<file path="config.mk">
export PLATFORM = sky130hd
export DESIGN_NAME = i2c_write_sequencer
export DESIGN_NICKNAME = d
export VERILOG_FILES = /design/src/rtl/i2c_seq_pkg.sv /design/src/rtl/i2c_write_sequencer_rr_arbiter.sv /design/src/rtl/i2c_write_sequencer.sv
export SDC_FILE = /design/constraint.sdc
export NUM_CORES = 1
export LEC_CHECK = 0
export CELL_PAD_IN_SITES_DETAIL_PLACEMENT = 1
export CELL_PAD_IN_SITES_GLOBAL_PLACEMENT = 1
export CORE_AREA = 2 2 105 107
export CTS_BUF_LIST = sky130_fd_sc_hd__clkbuf_4 sky130_fd_sc_hd__clkbuf_8
export DETAILED_ROUTE_END_ITERATION = 8
export DIE_AREA = 0 0 107 109
export GPL_ROUTABILITY_DRIVEN = 0
export PLACE_DENSITY = 0.87
export SETUP_SLACK_MARGIN = 0.4
export SYNTH_ARGS = -nofsm -noshare
export SYNTH_HDL_FRONTEND = slang
export SYNTH_SLANG_ARGS = --single-unit
export TNS_END_PERCENT = 1
</file>
<file path="constraint.sdc">
create_clock -name scl_clock -period 3.5 [get_ports scl_clock]
set_input_delay 0.7 -clock scl_clock [delete_from_list [all_inputs] [get_ports scl_clock]]
set_output_delay 0.7 -clock scl_clock [all_outputs]
set_load 0.03 [all_outputs]
</file>
<file path="src/rtl/i2c_seq_pkg.sv">
// Shared types and constants for the I2C write sequencer: state encoding and
// the {dev[6:0], reg[7:0], data[7:0]} payload layout.
package i2c_seq_pkg;

    localparam int ENTRY_W     = 23;
    localparam int DEV_LSB     = 16;
    localparam int REG_LSB     = 8;
    localparam int DATA_LSB    = 0;
    localparam int ARM_TIMEOUT = 4;

    typedef enum logic [2:0] {
        ST_IDLE   = 3'd0,
        ST_LOAD   = 3'd1,
        ST_START  = 3'd2,
        ST_ARM    = 3'd3,
        ST_RUN    = 3'd4,
        ST_SETTLE = 3'd5
    } state_t;

endpackage

</file>
<file path="src/rtl/i2c_write_sequencer_rr_arbiter.sv">
// Round-robin picker: searches req starting one past last_grant and reports
// the first set bit. Purely combinational; the sequencer registers the result.
module rr_arbiter #(
    parameter  int NUM_REQ = 2,
    localparam int IDX_W   = (NUM_REQ > 1) ? $clog2(NUM_REQ) : 1
) (
    input  logic [NUM_REQ-1:0] req,
    input  logic [IDX_W-1:0]   last_grant,
    input  logic               en,
    output logic               grant_valid,
    output logic [IDX_W-1:0]   grant_idx
);

    int              cand;
    logic [IDX_W-1:0] cand_idx;

    always_comb begin
        grant_valid = 1'b0;
        grant_idx   = '0;
        cand        = 0;
        cand_idx    = '0;
        for (int k = 1; k <= NUM_REQ; k++) begin
            cand     = (int'(last_grant) + k) % NUM_REQ;
            cand_idx = IDX_W'(cand);
            if (en && !grant_valid && req[cand_idx]) begin
                grant_valid = 1'b1;
                grant_idx   = cand_idx;
            end
        end
    end

endmodule

</file>
<file path="src/rtl/i2c_write_sequencer.sv">
// Front end for the single-byte I2C write engine: replays the init table after
// reset, then shares the engine among runtime requesters round-robin.
module i2c_write_sequencer
    import i2c_seq_pkg::*;
#(
    parameter int NUM_INIT       = 4,
    parameter int NUM_REQ        = 2,
    parameter int SETTLE_CYCLES  = 16,
    parameter int TIMEOUT_CYCLES = 1024
) (
    input  logic                        scl_clock,
    input  logic                        reset,
    input  logic [NUM_INIT*ENTRY_W-1:0] init_table,
    input  logic [NUM_REQ-1:0]          req,
    input  logic [NUM_REQ*ENTRY_W-1:0]  req_payload,
    output logic [NUM_REQ-1:0]          req_ack,
    output logic                        eng_start,
    output logic [6:0]                  eng_dev,
    output logic [7:0]                  eng_reg,
    output logic [7:0]                  eng_data,
    input  logic                        eng_done,
    output logic                        init_done,
    output logic                        busy,
    output logic                        timeout_err,
    output state_t                      dbg_state
);

    localparam int IDX_W  = (NUM_REQ > 1) ? $clog2(NUM_REQ) : 1;
    localparam int INIT_W = (NUM_INIT > 1) ? $clog2(NUM_INIT) : 1;
    localparam int SET_W  = (SETTLE_CYCLES > 1) ? $clog2(SETTLE_CYCLES) : 1;
    localparam int TO_W   = (TIMEOUT_CYCLES > 1) ? $clog2(TIMEOUT_CYCLES) : 1;
    localparam int ARM_W  = $clog2(ARM_TIMEOUT);

    state_t              state_q;
    logic [INIT_W-1:0]   init_idx_q;
    logic [IDX_W-1:0]    grant_idx_q;
    logic [IDX_W-1:0]    last_grant_q;
    logic [SET_W-1:0]    settle_cnt_q;
    logic [TO_W-1:0]     timeout_cnt_q;
    logic [ARM_W-1:0]    arm_cnt_q;
    logic                eng_start_q;
    logic [6:0]          eng_dev_q;
    logic [7:0]          eng_reg_q;
    logic [7:0]          eng_data_q;
    logic [NUM_REQ-1:0]  req_ack_q;
    logic                init_done_q;
    logic                timeout_err_q;

    logic [ENTRY_W-1:0]  init_entry [NUM_INIT];
    logic [ENTRY_W-1:0]  req_entry  [NUM_REQ];
    logic [ENTRY_W-1:0]  load_entry;
    logic                arb_en;
    logic                grant_valid;
    logic [IDX_W-1:0]    grant_idx;

    for (genvar g = 0; g < NUM_INIT; g++) begin : g_init
        assign init_entry[g] = init_table[g*ENTRY_W +: ENTRY_W];
    end
    for (genvar g = 0; g < NUM_REQ; g++) begin : g_req
        assign req_entry[g] = req_payload[g*ENTRY_W +: ENTRY_W];
    end

    assign load_entry = init_done_q ? req_entry[grant_idx_q] : init_entry[init_idx_q];
    assign arb_en     = (state_q == ST_IDLE) && init_done_q;

    rr_arbiter #(
        .NUM_REQ (NUM_REQ)
    ) u_arb (
        .req         (req),
        .last_grant  (last_grant_q),
        .en          (arb_en),
        .grant_valid (grant_valid),
        .grant_idx   (grant_idx)
    );

    always_ff @(posedge scl_clock) begin
        if (reset) begin
            state_q       <= ST_IDLE;
            init_idx_q    <= '0;
            grant_idx_q   <= '0;
            last_grant_q  <= IDX_W'(NUM_REQ - 1);
            settle_cnt_q  <= '0;
            timeout_cnt_q <= '0;
            arm_cnt_q     <= '0;
            eng_start_q   <= 1'b0;
            eng_dev_q     <= '0;
            eng_reg_q     <= '0;
            eng_data_q    <= '0;
            req_ack_q     <= '0;
            init_done_q   <= 1'b0;
            timeout_err_q <= 1'b0;
        end else begin
            eng_start_q <= 1'b0;
            req_ack_q   <= '0;
            case (state_q)
                ST_IDLE: begin
                    if (!init_done_q) begin
                        state_q <= ST_LOAD;
                    end else if (grant_valid) begin
                        grant_idx_q  <= grant_idx;
                        last_grant_q <= grant_idx;
                        state_q      <= ST_LOAD;
                    end
                end
                ST_LOAD: begin
                    // Payload is frozen here until the next LOAD; the engine shifts it out serially.
                    eng_dev_q   <= load_entry[DEV_LSB  +: 7];
                    eng_reg_q   <= load_entry[REG_LSB  +: 8];
                    eng_data_q  <= load_entry[DATA_LSB +: 8];
                    eng_start_q <= 1'b1;
                    state_q     <= ST_START;
                end
                ST_START: begin
                    arm_cnt_q <= '0;
                    state_q   <= ST_ARM;
                end
                ST_ARM: begin
                    if (!eng_done) begin
                        timeout_cnt_q <= '0;
                        state_q       <= ST_RUN;
                    end else if (arm_cnt_q == ARM_W'(ARM_TIMEOUT - 1)) begin
                        timeout_err_q <= 1'b1;
                        settle_cnt_q  <= '0;
                        state_q       <= ST_SETTLE;
                    end else begin
                        arm_cnt_q <= arm_cnt_q + 1'b1;
                    end
                end
                ST_RUN: begin
                    if (eng_done || (timeout_cnt_q == TO_W'(TIMEOUT_CYCLES - 1))) begin
                        if (!eng_done) begin
                            timeout_err_q <= 1'b1;
                        end
                        if (init_done_q) begin
                            req_ack_q <= NUM_REQ'(1) << grant_idx_q;
                        end
                        settle_cnt_q <= '0;
                        state_q      <= ST_SETTLE;
                    end else begin
                        timeout_cnt_q <= timeout_cnt_q + 1'b1;
                    end
                end
                ST_SETTLE: begin
                    if (settle_cnt_q == SET_W'(SETTLE_CYCLES - 1)) begin
                        state_q <= ST_IDLE;
                        if (!init_done_q) begin
                            if (init_idx_q == INIT_W'(NUM_INIT - 1)) begin
                                init_done_q <= 1'b1;
                            end else begin
                                init_idx_q <= init_idx_q + 1'b1;
                            end
                        end
                    end else begin
                        settle_cnt_q <= settle_cnt_q + 1'b1;
                    end
                end
                default: state_q <= ST_IDLE;
            endcase
        end
    end

    assign eng_start   = eng_start_q;
    assign eng_dev     = eng_dev_q;
    assign eng_reg     = eng_reg_q;
    assign eng_data    = eng_data_q;
    assign req_ack     = req_ack_q;
    assign init_done   = init_done_q;
    assign timeout_err = timeout_err_q;
    assign busy        = (state_q != ST_IDLE);
    assign dbg_state   = state_q;

endmodule

</file>
======== After elaboration in Yosys (flattened, before gate mapping) ========
Cells that the tools add are included.
word-level totals
  register bits after elaboration ......... 51
  input port bits ......................... 143
  output and inout port bits .............. 32
  word-level logic and storage cells ...... 112
operators by class
  $add $sub $neg .......................... 6
  order comparisons ....................... 4
  eq/ne operators ......................... 20
  shift operators ......................... 1
  mux-type cells .......................... 41
  bitwise operators ....................... 6
  reduce and logical (&&, ||, !) cells .... 20
operators with widths
  operator                 number
  $mux W23                 6
  $bmux W23 S2             1
  $mux W10                 2
  $pmux W10 S2             1
  $mux W3                  6
  $ne A2 B2 Y1 const B     9
  $pmux W3 S6              1
  $mux W4                  4
  $mux W1                  15
  $pmux W4 S3              1
  $add A10 B1 Y10 const B  1
  $eq A10 B10 Y1 const B   1
  $reduce_and A5 Y1        2
  $reduce_and A3 Y1        3
  $reduce_and A4 Y1        2
  $eq A3 B2 Y1 const B     2
  $eq A3 B3 Y1 const B     2
  $ne A3 B3 Y1 const B     2
  $reduce_bool A3 Y1       2
  $add A2 B1 Y2 const B    2
  $add A4 B1 Y4 const B    1
  $eq A2 B2 Y1 const B     2
  $eq A4 B4 Y1 const B     1
  $logic_and A1 B1 Y1      4
  other kinds (18)         25

======== Logic depth before layout (Yosys ltp) ========
Gate-level depths: netlist of run 1.
  depth in word-level cells ............... 12
  depth in mapped cells ................... 6
  depth with buffers taken out ............ 5

======== Modules after synthesis ========
A second synthesis of run 1 with hierarchy kept.
unflattened totals
  cells, all modules ...................... 347
  area total of the unflattened synthesis .. 3176.8 µm²
modules (own cells, without submodules)
  module               times used  cells an instance  area each (µm²)  sequential area each (µm²)
  i2c_write_sequencer  1           344                3156.8           1021.0
  rr_arbiter           1           3                  20.0             0.0

======== Least setup slack after synthesis of run 1 ========
Ideal clock, no wire load.
  kind .................................... register to output
  start ................................... reg state_q[0] (netlist: dbg_state[0])
  end ..................................... out busy
  arrival time ............................ 1.277 ns
  data required time ...................... 2.800 ns
  slack ................................... 1.523 ns
  cell stages (with the launch flop) ...... 4
  path buffers ............................ 2
  cells stage by stage .................... dfxtp_1 buf_6 clkbuf_1 or3_1
between the ends
  cells in the longest elaborated chain, start to end .. 1
RTL lines
  element                 RTL line                    text
  start, declared         i2c_write_sequencer.sv:34   state_t state_q;
  start signal, assigned  i2c_write_sequencer.sv:78   state_q <= ST_IDLE;
  start signal, assigned  i2c_write_sequencer.sv:98   state_q <= ST_LOAD;
  start signal, assigned  i2c_write_sequencer.sv:102  state_q <= ST_LOAD;
  $reduce_bool A3 Y1      i2c_write_sequencer.sv:169  assign busy = (state_q != ST_IDLE);
  end, declared           i2c_write_sequencer.sv:23   output logic busy,
No other way between the ends.

======== Worst setup path after layout of run 1 ========
Ends and elaborated chain as after synthesis.

==> results.py, run 1 <==
metrics = {
    "timing": {
        "fmaxAchievable_mhz": 374.4,
        "finalSetupViolCount": 0,
        "slew_headroom_pct": 25.72,
        "tightest_slew_ns": 1.113,
        "slew_viol_final": 0,
        "fin_hold_ws_ns": 0.4608,
        "hold_viol": 0,
        "grt_setup_unrepaired": "no",
        "period_share_pct": 76.32,
        "period_minus_slack_ns": 2.671,
        "tns_ns": 0,
        "finClkSkew_ns": 0.006997,
    },
    "cts": {
        "cts_root_buffer": "clkbuf_8",
        "clkSlewWorstSetupHoldPaths_ns": 0.10,
        "insertion_delay_ns": 0.31,
        "htreeDepth": 2,
        "cts.sinks": 51,
        "numCtsBuffers": 5,
        "cts_resized": 0,
        "postCtsSetupRepairBufs": 0,
        "cts_hold_buffers": 0,
        "cts_buffer_depth": 2,
        "cts_tree": "done",
    },
    "finish": {
        "fin_area_um2": 5151,
        "mostFrequentLayoutCell": "clkdlybuf4s50_1",
        "syn_to_final_growth_pct": 60.26,
        "final_nets": 664,
        "num-fill-cells": 1215,
        "largest_reg_flops": 10,
        "layoutNonFillerInstCount": 658,
        "antennaDiodeCount": 0,
        "final_layout_size_suffix_gt1_share_pct": 9.073,
        "final_core_util_pct": 48.58,
        "final_cell_mix": "clkdlybuf4s50_1 (174), nand2_1 (61), o21ai_0 (56)",
    },
    "setup_path": {
        "crit_chain": "or3_1 -> clkdlybuf4s50_1",
        "critPathArrivalTime_ns": 1.97,
        "worst-path-max-fanout": 21,
        "required_ns": 2.80,
        "start_kind": "register",
        "slowest_stage": "dfxtp_1",
        "critPathCaptureType": "output port",
        "path_class": "reg2out",
        "critPathMaxStageDelay_ns": 0.80,
    },
    "route": {
        "firstDrtPassIters": 4,
        "wl_per_cell_um": 18.41,
        "drcViolationCount": 0,
        "dr_total_vias": 3513,
        "postRouteAntennaNets": 0,
        "vias_per_cell": 5.339,
        "drt_iter0_drc": 168,
        "routed_wl_mm": 12.12,
    },
    "synth": {
        "synth_edf_count": 0,
        "async_reset_ff_share_pct": 0,
        "synth_area_um2": 3214,
        "yosysUniqueCellTypes": 53,
        "synth_ff_type": "dfxtp_1",
        "synth_seq_cells": 51,
        "synthesis.nets": 502,
        "avgSynthCellArea_um2": 9.054,
        "synthCells": 355,
        "yosys_warnings": 0,
        "ys_seq_area_share_pct": 31.76,
    },
    "global_routing": {
        "antenna_found_initial": 0,
        "overflow": 0,
        "grt_pass1_vias": 3706,
        "grt_first_pass_wirelength_mm": 18.79,
        "grt_max_degree": 31,
        "grt_use_total_pct": 20.64,
    },
    "floorplanning": {
        "start_util_pct": 30.32,
        "die-area_um2": 11660,
        "die_y_um": 109,
        "rows": 38,
        "core_area_um2": 10600,
        "dieWidth_um": 107,
        "ioPinCount": 175,
    },
    "placement": {
        "dpl_cell_area_um2": 5062,
        "place.detailed.hpwl_mm": 9.868,
        "portBuffers": 174,
        "dp.cells": 650,
    },
    "power": {
        "power.leakage_uw": 0.001666,
        "p_per_area_nw_per_um2": 288.0,
        "ir_worst_vdd_mv": 0.1529,
    },
    "status": {
        "status": "complete, no violations",
    },
    "flow_run": {
        "cap_violations": 0,
    },
    "hold_path": {
        "hp-class": "reg2reg",
    },
}
==> cell families after synthesis <==
| family | after synthesis | share of synthesized area [%] |
|---|---|---|
| xor+xnor | 1 | 0.2725 |
| fa+ha+maj | 4 | 1.557 |
| buf+inv | 34 | 4.866 |
| compound gates | 102 | 18.80 |
| flops | 51 | 31.76 |
| simple gates | 114 | 18.49 |
| mux | 49 | 24.25 |
==> Yosys cell counts (all sizes together), types with 4 or more instances <==
| master | instances | area [um2] |
|---|---|---|
| o21a | 4 | 30.03 |
| nor4 | 5 | 46.29 |
| ha | 4 | 50.05 |
| a31oi | 5 | 31.28 |
| a21oi | 15 | 75.07 |
| dfxtp | 51 | 1021 |
| nor3 | 5 | 25.02 |
| o21ai | 57 | 285.3 |
| buf | 13 | 77.57 |
| inv | 8 | 30.03 |
| nand3 | 4 | 20.02 |
| o32ai | 4 | 35.03 |
| clkbuf | 13 | 48.80 |
| mux2i | 25 | 250.2 |
| nor2 | 14 | 55.06 |
| nor2b | 5 | 31.28 |
| mux4 | 23 | 518.0 |
| nand2 | 61 | 229.0 |
==> stage by stage <==
| stage | power [uW] | setup WS (ns) |
|---|---|---|
| 3_3_place_gp | 1133 | 1.083 |
| 2_1_floorplan | 862.8 | 1.523 |
| 6_report | 1484 | 0.8290 |
| 4_1_cts | 1505 | 0.8402 |
| 3_5_place_dp | 1150 | 1.006 |
| 5_1_grt | 1559 | 0.7219 |
==> layout make-up <==
| cell class | count | area, um2 | share of cell area [%] |
|---|---|---|---|
| Multi-Input combinational cell | 270 | 2039 | 39.59 |
| Timing Repair Buffer | 181 | 1794 | 34.83 |
| Sequential cell | 51 | 1023 | 19.87 |
| Tap cell | 140 | 175.2 | 3.401 |
| Clock buffer | 5 | 68.82 | 1.336 |
| Inverter | 8 | 30.03 | 0.5829 |
| Clock inverter | 3 | 20.02 | 0.3886 |
==> per-layer routing <==
metal,track usage [%],share of wire [%]
met4,7.514,3.4
met1,22.33,37
met2,38.85,54
met5,0,0
met3,5.200,5.6
==> critical path, delay by kind of cell, from the launching register on <==
kind / cells / cell delay, ns
buffers and inverters: 1 / 0.66
and+or+nand+nor: 1 / 0.21
DFF: 1 / 0.80
==> final timing paths <==
check / from / end / slack (ns) / depth (start not counted)
worst min register to register: eng_reg[0] / eng_reg[0] / 0.46 / 2
worst max register to register: dbg_state[0] / dbg_state[0] / 1.37 / 4
worst max-delay path: dbg_state[0] / busy / 0.83 / 2
worst min-delay path: eng_reg[0] / eng_reg[0] / 0.46 / 2
==> where the power goes <==
| part | internal [uW] | total (uW) | switching (uW) | leakage (uW) |
|---|---|---|---|---|
| clock network | 140 | 350 | 211 | 0.0000402 |
| logic | 264 | 471 | 208 | 0.00121 |
| registers | 619 | 662 | 43.2 | 0.000416 |
| total | 1020 | 1480 | 462 | 0.00167 |
No activity file was read; power rests on OpenSTA's default activity.
==> inputs of run 2 (changes only) <==
Settings changed: CORE_AREA 2 2 105 107 to 2 2 115 117, DIE_AREA 0 0 107 109 to 0 0 117 119, PLACE_DENSITY 0.87 to 0.77.
Clock period 3.5 ns to 2.3 ns, I/O delays scaled along.
==> results.py, run 2 (same netlist as run 1, synthesis figures left out) <==
metrics = {
    "timing": {
        "setup_slack_ns": 0.3111,
        "tns_ns": 0,
        "slew_viol_final": 0,
        "fmaxAchievable_mhz": 502.8,
        "period_minus_slack_ns": 1.989,
        "tightest_slew_ns": 0.5495,
        "finalSetupViolCount": 0,
        "grt_setup_unrepaired": "yes",
        "finClkSkew_ns": 0.01769,
        "slew_headroom_pct": 63.28,
        "hold_viol": 0,
        "period_share_pct": 86.47,
    },
    "power": {
        "power.leakage_uw": 0.001722,
        "ir_worst_vdd_mv": 0.2038,
        "p_per_area_nw_per_um2": 440.3,
    },
    "placement": {
        "dpl_cell_area_um2": 5165,
        "place.detailed.hpwl_mm": 9.523,
        "dp.cells": 692,
        "portBuffers": 174,
        "place_ws_ns": 0.02650,
    },
    "cts": {
        "cts_tree": "done",
        "cts.sinks": 51,
        "postCtsSetupRepairBufs": 0,
        "cts_root_buffer": "clkbuf_8",
        "cts_buffer_depth": 2,
        "insertion_delay_ns": 0.31,
        "cts_hold_buffers": 0,
        "htreeDepth": 2,
        "numCtsBuffers": 5,
        "clkSlewWorstSetupHoldPaths_ns": 0.10,
    },
    "finish": {
        "largest_reg_flops": 10,
        "antennaDiodeCount": 0,
        "final_nets": 670,
        "fin_area_um2": 5274,
        "final_cell_mix": "clkdlybuf4s50_1 (171), nand2_1 (61), o21ai_0 (56)",
        "num-fill-cells": 1473,
        "syn_to_final_growth_pct": 64.07,
        "final_core_util_pct": 40.96,
        "final_layout_size_suffix_gt1_share_pct": 10.31,
        "layoutNonFillerInstCount": 700,
        "mostFrequentLayoutCell": "clkdlybuf4s50_1",
    },
    "global_routing": {
        "grt_use_total_pct": 17.39,
        "use_met2_pct": 32.19,
        "use_met3_pct": 4.631,
        "top_usage_layer": "met2",
        "grt_first_pass_wirelength_mm": 19.06,
        "antenna_found_initial": 0,
        "met1_usage_pct": 19.91,
        "grt_pass1_vias": 3869,
        "grt_max_degree": 49,
        "overflow": 0,
    },
    "floorplanning": {
        "die-area_um2": 13920,
        "start_util_pct": 24.97,
        "core_area_um2": 12870,
        "die_y_um": 119,
        "ioPinCount": 175,
        "dieWidth_um": 117,
        "rows": 42,
    },
    "setup_path": {
        "critPathCaptureType": "output port",
        "start_kind": "register",
        "critPathArrivalTime_ns": 1.53,
        "path_class": "reg2out",
        "crit_chain": "clkdlybuf4s50_1",
        "cp_num_buf_inv": 1,
        "worst-path-max-fanout": 12,
        "critPathMaxStageDelay_ns": 0.72,
        "slowest_stage": "clkdlybuf4s50_1",
        "cp_top_family": "buffers and inverters",
        "required_ns": 1.84,
    },
    "route": {
        "routed_wl_mm": 11.73,
        "firstDrtPassIters": 4,
        "drcViolationCount": 0,
        "vias_per_cell": 4.897,
        "wl_per_cell_um": 16.76,
        "drt_iter0_drc": 135,
        "dr_total_vias": 3428,
        "postRouteAntennaNets": 0,
    },
    "hold_path": {
        "hp-class": "reg2reg",
    },
    "flow_run": {
        "cap_violations": 0,
    },
    "status": {
        "status": "complete, no violations",
    },
}
## run 2: worst min-delay path, stage by stage (launching register included)
cell,delay (ns)
dfxtp_1,0.34
nand2_1,0.04
o21ai_0,0.05
## run 2: final cells by class
type	instances	area (um2)	share of cell area (%)
Inverter	8	30.03	0.5694
Multi-Input combinational cell	270	2044	38.77
Clock buffer	7	96.34	1.827
Timing Repair Buffer	187	1848	35.04
Sequential cell	51	1027	19.48
Tap cell	176	220.2	4.176
Clock inverter	1	7.507	0.1423
## run 2: through the flow
| step | hold WS, ns | total power, uW |
|---|---|---|
| 2_1_floorplan | 0.4592 | 1313 |
| 3_5_place_dp | 0.4464 | 1767 |
| 3_3_place_gp | 0.4360 | 1748 |
| 4_1_cts | 0.4732 | 2359 |
| 5_1_grt | 0.4920 | 2440 |
| 6_report | 0.4653 | 2322 |
## run 2: timing repair
action | in CTS | in global routing
endpoints found under the setup margin | 22 | 44
gates cloned | 0 | 0
endpoints found under the hold margin | 0 | 0
gates resized for setup | 4 | 2
## run 2: metal layers
layer,routed length [um],vias to the layer above
met5,0,-
met4,93,0
met3,828,7
met2,6293,109
met1,4516,1651
li1,-,1661
## run 2: path summary, 6_finish.rpt
check / slack, ns / startpoint / endpoint / cells after the start
setup reg to reg: 0.44 / dbg_state[0] / timeout_cnt_q[9] / 5
hold reg to reg: 0.47 / eng_data[5] / eng_data[5] / 2
hold / removal: 0.47 / eng_data[5] / eng_data[5] / 2
setup / recovery: 0.31 / dbg_state[2] / dbg_state[2] / 1
## run 2: where the power goes
| group | total, uW | switching, uW | internal, uW | leakage, uW |
|---|---|---|---|---|
| clock | 589 | 315 | 275 | 0.0000505 |
| sequential | 981 | 39.8 | 941 | 0.000416 |
| combinational | 752 | 348 | 404 | 0.00126 |
